$ cat src/rtl/kbuf_pkg.sv
// Shared constants for the Kanalog buffer serial chain.
// The counter width rule, reset values and error-count ceiling live here so the top and bench agree.
`timescale 1ns/1ps
package kbuf_pkg;
  localparam int               MAX_W         = 64;
  localparam logic [MAX_W-1:0] ISR_RESET     = '1;
  localparam logic             DAC_CLK_RESET = 1'b1;
  localparam logic [7:0]       ERR_SAT       = 8'd255;

  // Wide enough for 0..OUT_BITS+1, where OUT_BITS+1 marks an overrun frame.
  function automatic int cnt_w(input int out_bits);
    return $clog2(out_bits + 2);
  endfunction
endpackage

$ cat src/rtl/kbuf_chain_if.sv
// JP7 serial pins plus the board-side parallel words of the Kanalog buffer chain.
// master = KFLOP/board side driving the pins; slave = the chain engine.
`timescale 1ns/1ps
interface kbuf_chain_if #(
  parameter int OUT_BITS = 24,
  parameter int IN_BITS  = 16
);
  logic                sclk_in;
  logic                latch_in;
  logic                sdi;
  logic [IN_BITS-1:0]  p_in;
  logic                sdo;
  logic [OUT_BITS-1:0] par_out;
  logic                out_valid;
  logic                frame_err;
  logic [7:0]          err_count;
  logic                dac_clk;

  modport master (
    output sclk_in, latch_in, sdi, p_in,
    input  sdo, par_out, out_valid, frame_err, err_count, dac_clk
  );

  modport slave (
    input  sclk_in, latch_in, sdi, p_in,
    output sdo, par_out, out_valid, frame_err, err_count, dac_clk
  );
endinterface

$ cat src/rtl/kbuf_sync_edge.sv
// Multi-flop synchroniser for one asynchronous pin, followed by an edge detector
// whose rise/fall pulses are registered (pin edge to pulse = SYNC_STAGES+1 clk).
`timescale 1ns/1ps
module kbuf_sync_edge #(
  parameter int SYNC_STAGES = 2
) (
  input  logic clk,
  input  logic clr,
  input  logic async_in,
  output logic sync_out,
  output logic rise,
  output logic fall
);
  wire [SYNC_STAGES:0] chain;
  logic edge_reg;
  logic rise_reg;
  logic fall_reg;

  assign chain[0] = async_in;

  for (genvar gi = 0; gi < SYNC_STAGES; gi++) begin : g_stage
    logic stage_reg;
    always_ff @(posedge clk or posedge clr) begin
      if (clr) stage_reg <= 1'b0;
      else     stage_reg <= chain[gi];
    end
    assign chain[gi+1] = stage_reg;
  end

  assign sync_out = chain[SYNC_STAGES];

  always_ff @(posedge clk or posedge clr) begin
    if (clr) begin
      edge_reg <= 1'b0;
      rise_reg <= 1'b0;
      fall_reg <= 1'b0;
    end else begin
      edge_reg <= sync_out;
      rise_reg <= sync_out & ~edge_reg;
      fall_reg <= ~sync_out & edge_reg;
    end
  end

  assign rise = rise_reg;
  assign fall = fall_reg;
endmodule

$ cat src/rtl/kbuf_chain.sv
// KFLOP JP7 serial chain engine: serial-to-parallel output word, parallel-to-serial input word,
// regenerated DAC clock. Frame bit-count checking is built only when KBUF_FRAME_CHECK_EN is defined.
`timescale 1ns/1ps
module kbuf_chain
  import kbuf_pkg::*;
#(
  parameter int OUT_BITS    = 24,
  parameter int IN_BITS     = 16,
  parameter int SYNC_STAGES = 2
) (
  input logic         clk,
  input logic         clr,
  kbuf_chain_if.slave bus
);
  logic sck_rise, sck_fall, lat_rise, lat_fall, sdi_s;
  logic unused_sck_lvl, unused_lat_lvl, unused_sdi_rise, unused_sdi_fall;

  kbuf_sync_edge #(.SYNC_STAGES(SYNC_STAGES)) u_sck (
    .clk(clk), .clr(clr), .async_in(bus.sclk_in),
    .sync_out(unused_sck_lvl), .rise(sck_rise), .fall(sck_fall)
  );

  kbuf_sync_edge #(.SYNC_STAGES(SYNC_STAGES)) u_lat (
    .clk(clk), .clr(clr), .async_in(bus.latch_in),
    .sync_out(unused_lat_lvl), .rise(lat_rise), .fall(lat_fall)
  );

  kbuf_sync_edge #(.SYNC_STAGES(SYNC_STAGES)) u_sdi (
    .clk(clk), .clr(clr), .async_in(bus.sdi),
    .sync_out(sdi_s), .rise(unused_sdi_rise), .fall(unused_sdi_fall)
  );

  // Parallel inputs only need level synchronisation; they are sampled on the latch fall.
  wire [IN_BITS-1:0] p_chain [SYNC_STAGES+1];
  assign p_chain[0] = bus.p_in;

  for (genvar gi = 0; gi < SYNC_STAGES; gi++) begin : g_psync
    logic [IN_BITS-1:0] stage_reg;
    always_ff @(posedge clk or posedge clr) begin
      if (clr) stage_reg <= '0;
      else     stage_reg <= p_chain[gi];
    end
    assign p_chain[gi+1] = stage_reg;
  end

  logic [OUT_BITS-1:0] osr_reg, osr_next, par_out_reg;
  logic [IN_BITS-1:0]  isr_reg, isr_shift;
  logic                out_valid_reg, dac_clk_reg, frame_ok;

  // A coincident latch sees the post-shift register, so capture from osr_next.
  always_comb begin
    osr_next = osr_reg;
    if (sck_rise) osr_next = {osr_reg[OUT_BITS-2:0], sdi_s};
  end

  if (IN_BITS == 1) begin : g_isr_one
    assign isr_shift = 1'b1;
  end else begin : g_isr_wide
    assign isr_shift = {isr_reg[IN_BITS-2:0], 1'b1};
  end

  always_ff @(posedge clk or posedge clr) begin
    if (clr) begin
      osr_reg       <= '0;
      par_out_reg   <= '0;
      out_valid_reg <= 1'b0;
      isr_reg       <= ISR_RESET[IN_BITS-1:0];
      dac_clk_reg   <= DAC_CLK_RESET;
    end else begin
      out_valid_reg <= 1'b0;
      osr_reg       <= osr_next;
      if (lat_rise && frame_ok) begin
        par_out_reg   <= osr_next;
        out_valid_reg <= 1'b1;
      end
      // Load beats shift when latch and Dclk fall together.
      if (lat_fall)      isr_reg <= p_chain[SYNC_STAGES];
      else if (sck_fall) isr_reg <= isr_shift;
      if (lat_rise)      dac_clk_reg <= 1'b0;
      else if (lat_fall) dac_clk_reg <= 1'b1;
    end
  end

`ifdef KBUF_FRAME_CHECK_EN
  localparam int CNT_W = cnt_w(OUT_BITS);

  logic [CNT_W-1:0] cnt_reg, cnt_next;
  logic             frame_err_reg;
  logic [7:0]       err_count_reg;

  always_comb begin
    cnt_next = cnt_reg;
    if (sck_rise && (cnt_reg != CNT_W'(OUT_BITS + 1))) cnt_next = cnt_reg + 1'b1;
  end

  assign frame_ok = (cnt_next == CNT_W'(OUT_BITS));

  always_ff @(posedge clk or posedge clr) begin
    if (clr) begin
      cnt_reg       <= '0;
      frame_err_reg <= 1'b0;
      err_count_reg <= '0;
    end else begin
      frame_err_reg <= 1'b0;
      cnt_reg       <= lat_rise ? '0 : cnt_next;
      if (lat_rise && !frame_ok) begin
        frame_err_reg <= 1'b1;
        if (err_count_reg != ERR_SAT) err_count_reg <= err_count_reg + 8'd1;
      end
    end
  end

  assign bus.frame_err = frame_err_reg;
  assign bus.err_count = err_count_reg;
`else
  assign frame_ok      = 1'b1;
  assign bus.frame_err = 1'b0;
  assign bus.err_count = '0;
`endif

  assign bus.sdo       = isr_reg[IN_BITS-1];
  assign bus.par_out   = par_out_reg;
  assign bus.out_valid = out_valid_reg;
  assign bus.dac_clk   = dac_clk_reg;
endmodule

$ cat src/flat_wrapper.sv
// flat-port wrapper written by rule: the top's interface ports become plain ports
module kbuf_chain_flat import kbuf_pkg::*;
#(
  parameter int OUT_BITS    = 24,
  parameter int IN_BITS     = 16,
  parameter int SYNC_STAGES = 2
)
  (clk, clr, bus_sclk_in, bus_latch_in, bus_sdi, bus_p_in, bus_sdo, bus_par_out, bus_out_valid, bus_frame_err, bus_err_count, bus_dac_clk);
  kbuf_chain_if #(.OUT_BITS(OUT_BITS), .IN_BITS(IN_BITS)) bus_i ();
  input logic clk;
  input logic clr;
  input wire logic [$bits(bus_i.sclk_in)-1:0] bus_sclk_in;
  input wire logic [$bits(bus_i.latch_in)-1:0] bus_latch_in;
  input wire logic [$bits(bus_i.sdi)-1:0] bus_sdi;
  input wire logic [$bits(bus_i.p_in)-1:0] bus_p_in;
  output wire logic [$bits(bus_i.sdo)-1:0] bus_sdo;
  output wire logic [$bits(bus_i.par_out)-1:0] bus_par_out;
  output wire logic [$bits(bus_i.out_valid)-1:0] bus_out_valid;
  output wire logic [$bits(bus_i.frame_err)-1:0] bus_frame_err;
  output wire logic [$bits(bus_i.err_count)-1:0] bus_err_count;
  output wire logic [$bits(bus_i.dac_clk)-1:0] bus_dac_clk;
  assign bus_i.sclk_in = bus_sclk_in;
  assign bus_i.latch_in = bus_latch_in;
  assign bus_i.sdi = bus_sdi;
  assign bus_i.p_in = bus_p_in;
  assign bus_sdo = bus_i.sdo;
  assign bus_par_out = bus_i.par_out;
  assign bus_out_valid = bus_i.out_valid;
  assign bus_frame_err = bus_i.frame_err;
  assign bus_err_count = bus_i.err_count;
  assign bus_dac_clk = bus_i.dac_clk;
  kbuf_chain #(.OUT_BITS(OUT_BITS), .IN_BITS(IN_BITS), .SYNC_STAGES(SYNC_STAGES)) u_core (.clk(clk), .clr(clr), .bus(bus_i));
endmodule
$ cat config.mk
export PLATFORM = sky130hd
export DESIGN_NAME = kbuf_chain_flat
export DESIGN_NICKNAME = d
export VERILOG_FILES = /design/src/rtl/kbuf_pkg.sv /design/src/rtl/kbuf_chain_if.sv /design/src/rtl/kbuf_sync_edge.sv /design/src/rtl/kbuf_chain.sv /design/src/flat_wrapper.sv
export SDC_FILE = /design/constraint.sdc
export NUM_CORES = 1
export LEC_CHECK = 0
export ABC_AREA = 1
export CORE_AREA = 5 5 92 94
export CTS_BUF_LIST = sky130_fd_sc_hd__clkbuf_4
export DETAILED_ROUTE_END_ITERATION = 12
export DIE_AREA = 0 0 97 99
export PLACE_DENSITY = 0.81
export REMOVE_ABC_BUFFERS = 1
export SETUP_SLACK_MARGIN = 0.05
export SLEW_MARGIN = 20
export SYNTH_ARGS = -nofsm -noshare
export SYNTH_HDL_FRONTEND = slang
export SYNTH_SLANG_ARGS = --single-unit
$ cat constraint.sdc
create_clock -name clk -period 8.3 [get_ports clk]
set_input_delay 1.66 -clock clk [delete_from_list [all_inputs] [get_ports clk]]
set_output_delay 1.66 -clock clk [all_outputs]
set_load 0.02 [all_outputs]
### Word level (Yosys, flattened, before mapping)

Cells that the tools add are included.
W data, S select, Z words.

* memories: 0
* bits in latches: 0
* bits in registers: 110
* logic and storage cells: 35
* ROM bits: 0
* bits in writable memories: 0

* $add $sub $neg: 0
* $mul: 0
* divide/modulo/power cells: 0
* reductions and logical operators: 2
* shift operators: 0
* muxes and demuxes: 6
* magnitude comparators: 0
* bitwise operators: 8
* eq/ne operators: 0

Operator list (number)
* $mux W16: 2
* $mux W24: 1
* $and A1 B1 Y1: 4
* $not A1 Y1: 4
* $reduce_bool A2 Y1: 2
* $mux W1: 3

### Logic depth before layout (Yosys ltp)

* depth after elaboration: 2
* depth in mapped cells: 6

### Hierarchy

Synthesis repeated with hierarchy kept, for this count alone.

* cell total of the unflattened synthesis: 393
* area total of the unflattened synthesis: 4157.7 sq um

By module, submodules not included
* kbuf_chain: cells an instance 363, sequential area each 2473.6 sq um, area each 3726.1 sq um, instances 1
* kbuf_sync_edge: cells an instance 10, sequential area each 125.1 sq um, area each 143.9 sq um, instances 3

### Worst setup path after synthesis

No wires, ideal clock.

* path kind: register -> output
* start point: register u_core.isr_reg[15]
* end point: output port bus_sdo
* arrival time: 0.570 ns
* required time: 6.640 ns
* buffers on the path: 0
* path slack: 6.070 ns
* stages on the path, launching flop included: 1
* cells stage by stage: dfstp_2

RTL lines
* from (decl): line kbuf_chain.sv:47 `logic [IN_BITS-1:0] isr_reg, isr_shift;`
* from (signal assigned): line kbuf_chain.sv:67 `isr_reg <= ISR_RESET[IN_BITS-1:0];`
* from (signal assigned): line kbuf_chain.sv:77 `if (lat_fall) isr_reg <= p_chain[SYNC_STAGES];`
* from (signal assigned): line kbuf_chain.sv:78 `else if (sck_fall) isr_reg <= isr_shift;`
* to (decl): line flat_wrapper.sv:16 `output wire logic [$bits(bus_i.sdo)-1:0] bus_sdo;`

No word-level cell between the ends.

### Worst setup path after layout

* start point: register u_core.dac_clk_reg, in the netlist u_core.bus.dac_clk
* end point: output port bus_dac_clk

RTL lines
* from (decl): line kbuf_chain.sv:48 `logic out_valid_reg, dac_clk_reg, frame_ok;`
* from (signal assigned): line kbuf_chain.sv:68 `dac_clk_reg <= DAC_CLK_RESET;`
* from (signal assigned): line kbuf_chain.sv:79 `if (lat_rise) dac_clk_reg <= 1'b0;`
* from (signal assigned): line kbuf_chain.sv:80 `else if (lat_fall) dac_clk_reg <= 1'b1;`
* to (decl): line flat_wrapper.sv:21 `output wire logic [$bits(bus_i.dac_clk)-1:0] bus_dac_clk;`

No word-level cell between the ends.

==> run metrics <==
outcome=complete, no violations; largest net degree at the start of global routing=55; number of global-route vias before repair=between 2,000 and 3,000; initial antenna violation count=0; sequential share of the synthesized area=between 60% and 70%; Synth area leaders=dfrtp_1, dfstp_2, nand2_1; Placed Instances=~520; cts repair resizes=0; share of synthesized registers carrying an async set or reset=100%; max cap viols=0; family with the most delay on the worst path=buffers and inverters; vias per inst=4.76; CTS tree=built; warnings from Yosys=0; crit path DAT=~1.6 ns; share of layout cells above drive strength 1=a little over an eighth; dpl hpwl=4.52 mm; Critical Path End Type=output port; Crit path largest cell delay=roughly 0.6 ns; Syn Std Cell Area=about 0.0041 mm2; overall power=between 0.001 and 0.0015 W; Floorplan Core Area=around 0.0076 mm2; Synth top cells by count=nand2_1, dfrtp_1, nand3_1, inv_1, and2_1; count of final setup violators=0; cell with the most instances after synthesis=nand2_1; PwrDens=~240 mW/mm2; Yosys top cell area share=between 50% and 60%; Hold WC Path Type=flop to flop; max reg flops=32; EDFF count, synth=0; via count=~2,500; # fillers=between 500 and 600; die area=just under 0.01 mm2; unrepaired setup endpoints after global routing=no; first-pass GRT wire length=between 10 and 15 mm; fin crit period=about 3.2 ns; Buffers on Ports=47; Final TNS setup=0 ns; clk root buf=clkbuf_4; Worst-path clk slew=approximately 0.14 ns; DR pass1 iterations=4; Synth-to-Final Area Change=14.7%; 1st-iter DRT viols=60; # rows=32; Req. time, crit path=between 6 and 7 ns; Leakage=roughly 2.3 nW; WS Path Type=flop to output port; clock buffer depth=2; TritonCTS Buffers=9; Synth Instances=between 300 and 400; Nets=447; die width=slightly below 100 um; RePlAce Congestion=between 0.7 and 0.8; Final Cycle Share=about two fifths; total wire length=approximately 6.8 mm; clock sink count=110; CP Buf/Inv Count=1; Post-CTS Repair Setup Buffers=0; Starting Density=roughly 55%; number of synthesized register bits=110; leading area contributor after synthesis=dfrtp_1; antenna-violating nets left=0; crit-path max FO=2; Slew @ Worst Pin=around 0.94 ns; Clk Latency, worst-skew pair=approximately 0.43 ns; Yosys cell types=18; Remaining DRCs=0; FMAX=~0.31 GHz; Final Max Slew Viols=0; slew margin rel.=approximately 37%; I/O pin count=between 50 and 60; worst-path cell chain=clkdlybuf4s50_1; Ant. Diodes=0; Main synth FF type=dfrtp_1; Critical Path Start Type=flop; Clock Skews=approximately 0.027 ns; CP max-delay cell=clkdlybuf4s50_1; Avg Inst Size Synth=10.8 um2; final hold vios=0; hold buffer count at cts=0; WL/cell=~13 um; Die H=~99 um; H-tree depth reported by CTS=3; aggregate global routing overflow=0; worst vdd ir=roughly 0.00012 V; Total GRT Usage=between 15 and 20%; fin cells=roughly 530
[per-layer routing]
metal	GRT usage, %	vias to the layer above	wire [um]
li1	-	1234	-
met4	5.94	0	104
met1	20.2	1248	3160
met2	26.2	41	3370
met3	3.47	12	200
met5	0	-	0
[cells in the final DEF, fill, tap and decap left out, types with 9 or more instances in the layout]
cell and instances:
nand2_1 117, dfrtp_1 93, clkdlybuf4s50_1 47, nand3_1 44, inv_1 29, and2_1 24
dfstp_2 17, clkbuf_4 12, nand2_2 10, nand3_2 10, conb_1 9
[power breakdown]
| group | switching [W] | internal [W] | total [W] |
|---|---|---|---|
| combinational | 0.000110 | 0.0000893 | 0.000199 |
| sequential | 0.0000372 | 0.000610 | 0.000648 |
| clock | 0.000157 | 0.000133 | 0.000290 |
[layout make-up]
class	count	area, um2	share of cell area [%]
Sequential cell	110	2770	58.4
Multi-Input combinational cell	223	1060	22.3
Timing Repair Buffer	49	498	10.5
Inverter	33	131	2.77
Tap cell	102	128	2.69
Clock buffer	12	90.1	1.90
Clock inverter	4	72.6	1.53
[metrics by stage]
| step | cell area (um2) | setup WS [ns] | hold slack, ns | util [%] |
|---|---|---|---|---|
| after CTS | 4750 | 5.04 | 0.367 | 62.8 |
| after detailed placement | 4590 | 5.14 | 0.335 | 60.6 |
| after global placement | 4570 | 4.95 | 0.332 | 60.4 |
| after global routing | 4750 | 5.01 | 0.372 | 62.8 |
| final | 4750 | 5.06 | 0.364 | 62.8 |
| after floorplan | 3960 | 3.77 | 0.331 | - |
[worst register-to-register path, cell delays in order (launching register included)]
cell,delay [ns]
dfrtp_1,0.98
inv_2,0.42
nand2_1,0.16
nand2_1,0.07
[path summary, 6_finish.rpt]
path                                                     start                           endpoint  slack (ns)  cells after the start
worst max-delay path                        u_core.bus.dac_clk                        bus_dac_clk        5.06                      1
worst min-delay path            u_core.g_psync[0].stage_reg[9]     u_core.g_psync[1].stage_reg[9]        0.36                      0
worst max register to register               u_core.u_lat.rise             u_core.bus.par_out[11]        6.56                      3
worst min register to register  u_core.g_psync[0].stage_reg[9]     u_core.g_psync[1].stage_reg[9]        0.36                      0
max in group asynchronous                                  clr                  u_core.isr_reg[1]        5.67                      4
min in group asynchronous                                  clr  u_core.u_lat.g_stage[0].stage_reg        1.46                      2
[cell families after synthesis]
logic type	share of synthesized area [%]
other	0.0905
AOI/OAI and AO/OA	0.121
buffers and inverters	8.25
and+or+nand+nor	24.6
DFF	67.0
Note: power is estimated with default switching activity, not from simulation.
